`config.mk`:
```
export PLATFORM = sky130hd
export DESIGN_NAME = traffic_mode_ctrl
export DESIGN_NICKNAME = d
export VERILOG_FILES = /design/src/rtl/traffic_mode_ctrl.sv
export SDC_FILE = /design/constraint.sdc
export NUM_CORES = 1
export LEC_CHECK = 0
export BUFFER_PORTS_ARGS = -buffer_cell sky130_fd_sc_hd__buf_4
export CORE_MARGIN = 1
export CORE_UTILIZATION = 60
export DETAILED_ROUTE_END_ITERATION = 8
export HOLD_SLACK_MARGIN = 0.03
export PLACE_DENSITY = 0.83
export SLEW_MARGIN = 20
export SYNTH_ARGS = -nofsm -noshare
export SYNTH_HDL_FRONTEND = slang
export SYNTH_SLANG_ARGS = --single-unit
```
`constraint.sdc`:
```
create_clock -name clk -period 4.05 [get_ports clk]
set_clock_uncertainty 0.05 [all_clocks]
set_input_delay 0.6075 -clock clk [delete_from_list [all_inputs] [get_ports clk]]
set_output_delay 0.6075 -clock clk [all_outputs]
set_load 0.01 [all_outputs]
```
`src/rtl/traffic_mode_ctrl.sv`:
```
// Traffic-mode sequencer: DAY/NIGHT base modes, timed pedestrian phase and emergency pre-emption with hold.
// Optional EMG entry counter output emg_count when TRAFFIC_MODE_STATS_EN is defined.
//
// state    | meaning
// ST_DAY   | day base mode, minimum dwell before non-emergency exit
// ST_NIGHT | night base mode, minimum dwell before non-emergency exit
// ST_PED   | pedestrian phase, fixed duration
// ST_EMG   | emergency pre-emption, held after emg_req falls
module traffic_mode_ctrl #(
    parameter int PED_CH    = 4,
    parameter int CNT_W     = 8,
    parameter int MIN_DWELL = 8,
    parameter int PED_TIME  = 16,
    parameter int EMG_HOLD  = 4
) (
    input  logic              clk,
    input  logic              rst,
    input  logic              day_night,
    input  logic [PED_CH-1:0] ped_req,
    input  logic              emg_req,
    output logic [1:0]        mode,
    output logic              mode_change,
    output logic [PED_CH-1:0] ped_ack,
    output logic [PED_CH-1:0] ped_pending
`ifdef TRAFFIC_MODE_STATS_EN
    ,
    output logic [15:0]       emg_count
`endif
);

    typedef enum logic [1:0] {
        ST_DAY   = 2'b00,
        ST_NIGHT = 2'b01,
        ST_PED   = 2'b10,
        ST_EMG   = 2'b11
    } state_t;

    localparam logic [CNT_W-1:0] DWELL_LAST = CNT_W'(MIN_DWELL - 1);
    localparam logic [CNT_W-1:0] PED_LAST   = CNT_W'(PED_TIME - 1);
    localparam logic [CNT_W-1:0] HOLD_LOAD  = CNT_W'(EMG_HOLD);

    state_t            state_q, state_d;
    state_t            base_mode;
    logic [CNT_W-1:0]  dwell_q, dwell_d;
    logic [CNT_W-1:0]  hold_q, hold_d;
    logic [PED_CH-1:0] pending_q, pending_d;
    logic [PED_CH-1:0] ack_q, ack_d;
    logic [PED_CH-1:0] pend_all;
    logic              mode_change_q, mode_change_d;
    logic              enter_ped;
    logic              enter_emg;

    always_ff @(posedge clk or negedge rst) begin
        if (!rst) begin
            state_q       <= ST_NIGHT;
            dwell_q       <= '0;
            hold_q        <= '0;
            pending_q     <= '0;
            ack_q         <= '0;
            mode_change_q <= 1'b0;
        end else begin
            state_q       <= state_d;
            dwell_q       <= dwell_d;
            hold_q        <= hold_d;
            pending_q     <= pending_d;
            ack_q         <= ack_d;
            mode_change_q <= mode_change_d;
        end
    end

    always_comb begin
        state_d   = state_q;
        pend_all  = pending_q | ped_req;
        base_mode = day_night ? ST_DAY : ST_NIGHT;

        case (state_q)
            ST_DAY, ST_NIGHT: begin
                if (emg_req) begin
                    state_d = ST_EMG;
                end else if (dwell_q >= DWELL_LAST) begin
                    if (|pend_all) begin
                        state_d = ST_PED;
                    end else if (base_mode != state_q) begin
                        state_d = base_mode;
                    end
                end
            end
            ST_PED: begin
                if (emg_req) begin
                    state_d = ST_EMG;
                end else if (dwell_q == PED_LAST) begin
                    state_d = base_mode;
                end
            end
            ST_EMG: begin
                if (!emg_req && hold_q == '0) begin
                    state_d = (|pend_all) ? ST_PED : base_mode;
                end
            end
            default: state_d = ST_NIGHT;
        endcase

        enter_ped     = (state_d == ST_PED) && (state_q != ST_PED);
        enter_emg     = (state_d == ST_EMG) && (state_q != ST_EMG);
        mode_change_d = (state_d != state_q);

        if (state_d != state_q) begin
            dwell_d = '0;
        end else if (dwell_q != '1) begin
            dwell_d = dwell_q + CNT_W'(1);
        end else begin
            dwell_d = dwell_q;
        end

        // Every EMG entry happens with emg_req high, so the hold is always freshly loaded.
        if (emg_req) begin
            hold_d = HOLD_LOAD;
        end else if (state_q == ST_EMG && hold_q != '0) begin
            hold_d = hold_q - CNT_W'(1);
        end else begin
            hold_d = hold_q;
        end

        // Requests arriving on the PED entry cycle are acknowledged, not re-latched.
        pending_d = enter_ped ? '0 : pend_all;
        ack_d     = enter_ped ? pend_all : '0;
    end

    assign mode        = state_q;
    assign mode_change = mode_change_q;
    assign ped_ack     = ack_q;
    assign ped_pending = pending_q;

`ifdef TRAFFIC_MODE_STATS_EN
    logic [15:0] emg_count_q;

    always_ff @(posedge clk or negedge rst) begin
        if (!rst) begin
            emg_count_q <= '0;
        end else if (enter_emg && emg_count_q != 16'hFFFF) begin
            emg_count_q <= emg_count_q + 16'd1;
        end
    end

    assign emg_count = emg_count_q;
`else
    logic unused_enter_emg;
    assign unused_enter_emg = enter_emg;
`endif

endmodule

```
==> impl_metrics.yaml <==
synth:
  synth-edff-count: 0
  post_synth_inst_count: 138
  yosys_register_bits: 27
  synth-main-ff-cell: "dfrtp_1"
  synth_sequential_area_ratio_pct: 48.9
  synth_cell_types: 42
  syn_nets: 149
  postSynthAreaPerCell_sq_um: 10.0
  post_synth_instance_area_sq_mm: 0.00139
  asyncSetResetFlopFracSynth_pct: 100
  synth.yosys.warnings: 0
setup_path:
  cp_max_fo: 9
  critical_path_class: "flop to flop"
  crit_path_end_kind: "flop"
  reg2regPathDepth: 7
  start_kind: "flop"
  cp.required_ns: 4.23
  timing.critical_path.arrival_ns: 2.77
pwr:
  portion_of_total_power_attributed_to_sequential_cells_pct: 44.6
  net-switching-power_uw: 442
  power.leakage_uw: 0.000695
  sw_frac_of_total_pct: 40.9
  cell_internal_pwr_uw: 639
  clockPowerShare_pct: 11.0
  power-per-cell-area_mw_per_mm2: 689
  ir_worst_vdd_uv: 413
  combinational_share_of_power_pct: 44.4
cts:
  clk_pin_slew_ns: 0.15
  cts_hold_buf: 0
  clock_tree_from_tritoncts: "yes"
  post_cts_setup_buffer_count: 0
  post_cts.resized_instances: 0
  clock-root-buffer: "clkbuf_4"
  clockBufferDepth: 2
  clock-sinks: 27
  clk_latency_ns: 0.32
  cts_inserted_buffers: 3
  cts_htree_levels: 1
global_routing:
  wire_length_of_the_first_global_routing_pass_um: 4840
  number_of_global_route_vias_before_repair: 1110
  grt_start_max_net_pins: 28
  grt_remaining_overflow: 0
  antenna_violations_before_repair: 0
  gr-usage-all-layers_pct: 25.9
layout:
  post_route_cells_drive_above_1_share_pct: 19.9
  antenna_cells_inserted: 0
  fillerInstances: 162
  design.final.nets: 168
  finalCoreUtilization_pct: 71.6
  area_growth_pct: 13.3
  regArea_sq_um: 677
  multi_input_logic_area_sq_um: 669
detailed_routing:
  top_layer_used: "met4"
  drtIter0Drc: 28
  viasPerCell: 6.03
  route.layer.met1.wl_um: 1240
  ant_nets: 0
  detail_route.wirelength_um: 2770
  dr_wl_met2_um: 1380
  avgRoutedWirePerCell_um: 15.1
  drt-pass1-iter-count: 4
  route.vias.total: 1110
  drc: 0
  routed-wl-met3_um: 77
place:
  place.detailed.hpwl_um: 2040
  gp_routability_congestion: 0.806
  io_buffers: 18
run_status:
  outcome: "complete, no violations"
sta:
  layout_min_cycle_time_ns: 2.59
  max_freq_ghz: 0.386
  final_count_of_hold_timing_violations: 0
  grt_setup_unrepaired: "no"
  post-route-period-util_pct: 63.9
  setup_viol_count_final: 0
  maxSlewHeadroom_pct: 56.8
  setup_tns_ns: 0
  final_max_slew_viol_count: 0
  worst-slew-pin-transition_ns: 0.648
die:
  die_y_um: 50.0
  rows: 17
  floorplan.core_area_sq_mm: 0.00219
  floorplan.die.width_um: 50.0
  area_of_the_die_sq_mm: 0.00250
  ioPinCount: 19
  start_util_pct: 63.2
worst_hold_path:
  type_of_the_tightest_min_delay_check: "input pin to asynchronous set/reset pin"
flow_run:
  max_capacitance_violation_total: 0
[layer usage]
layer  GRT usage, %  up-vias
met5              0        -
met1           30.6      530
met3           3.09        8
met2           45.6       30
li1               -      542
met4           13.3        0
[registers in the layout, summed over array words and instances, names as in the netlist]
register / cells
dwell_q: 8
ped_pending: 4
mode: 2
hold_q: 8
ped_ack: 4
mode_change: 1
[power groups by stage]
stage / logic (uW) / registers (uW) / clock network (uW)
after CTS: 480 / 480 / 122
final: 479 / 482 / 119
after global routing: 539 / 497 / 133
after floorplan: 341 / 477 / 0
after detailed placement: 477 / 486 / 0
after global placement: 463 / 478 / 0
[synthesized netlist by cell type, types with 2 or more instances]
| cell type | count | area (sq um) |
|---|---|---|
| a211oi_1 | 2 | 15.0 |
| a21o_1 | 2 | 15.0 |
| a21oi_1 | 2 | 10.0 |
| a31oi_1 | 3 | 18.8 |
| a32oi_1 | 2 | 17.5 |
| and3_1 | 3 | 18.8 |
| clkbuf_1 | 3 | 11.3 |
| dfrtp_1 | 26 | 651 |
| ha_1 | 3 | 37.5 |
| inv_1 | 6 | 22.5 |
| nand2_1 | 2 | 7.51 |
| nand3_1 | 7 | 35.0 |
| nor2_1 | 20 | 75.1 |
| nor2b_1 | 4 | 25.0 |
| nor3_1 | 9 | 45.0 |
| nor4_1 | 5 | 31.3 |
| o211ai_1 | 2 | 15.0 |
| o21ai_0 | 4 | 20.0 |
| or2_2 | 2 | 12.5 |
| or4_1 | 3 | 22.5 |
| xnor2_1 | 5 | 43.8 |
| xor2_1 | 3 | 26.3 |
[through the flow]
stage | hold WS [ns] | cell area (sq um) | worst slack [ns] | instances | total power, uW
3_3_place_gp | 0.477 | 1540 | 1.59 | 180 | 941
6_report | 0.111 | 1570 | 1.46 | 184 | 1080
2_1_floorplan | 0.262 | 1390 | 1.68 | 138 | 818
5_1_grt | 0.116 | 1570 | 1.28 | 184 | 1170
3_5_place_dp | 0.482 | 1540 | 1.52 | 180 | 963
4_1_cts | 0.115 | 1570 | 1.47 | 184 | 1080
[layout make-up]
type                       count  area share, %
sequential                    27           43.1
multi-input combinational    101           42.7
timing repair buffer          18           8.61
tap                           28           2.23
clock buffer                   3           1.44
inverter                       6           1.44
clock inverter                 1          0.478
[critical path, cell delays in order, from the launching register on]
cell      delay, ns
dfrtp_1        0.43
inv_1          0.09
ha_1           0.13
or3b_2         0.50
or4_4          0.52
a211oi_4       0.30
nor3b_2        0.16
nor4_1         0.31
[layout by cell type (no fill, tap or decap), types with 2 or more instances in the layout]
cell      synthesis  final
o21ai_0           4      4
and3_1            3      3
a21o_1            2      2
a21oi_1           2      2
a32oi_1           2      2
buf_4             0     18
or2_2             2      2
nand2_1           2      2
clkbuf_4          0      3
o211ai_1          2      2
xnor2_1           5      5
nor2_1           20     20
a211oi_1          2      2
nor2b_1           4      4
nor3_1            9      9
nand3_1           7      7
ha_1              3      3
a31oi_1           3      3
xor2_1            3      3
nor4_1            5      5
dfrtp_1          26     26
inv_1             6      6
or4_1             3      3
[logic make-up (layout without fill, tap and decap cells)]
logic type	count (synthesis)	count (layout)	synth area share [%]
fa+ha+maj	3	3	2.71
flops	27	27	48.9
xor+xnor	8	8	5.06
simple gates	65	65	25.7
buf+inv	10	28	2.80
compound gates	24	24	14.2
mux	1	1	0.723
[worst paths after layout]
kind	to	start	slack, ns
max in group asynchronous	mode[0]$_DFF_PN1_	rst	3.55
setup reg to reg	dwell_q[7]$_DFFE_PN0P_	hold_q[0]$_DFFE_PN0P_	1.46
setup / recovery	dwell_q[7]$_DFFE_PN0P_	hold_q[0]$_DFFE_PN0P_	1.46
min in group clk	hold_q[7]$_DFFE_PN0P_	emg_req	0.46
hold / removal	hold_q[3]$_DFFE_PN0P_	rst	0.11
hold reg to reg	hold_q[7]$_DFFE_PN0P_	hold_q[7]$_DFFE_PN0P_	0.52
Power figures use the tool's default switching activity.
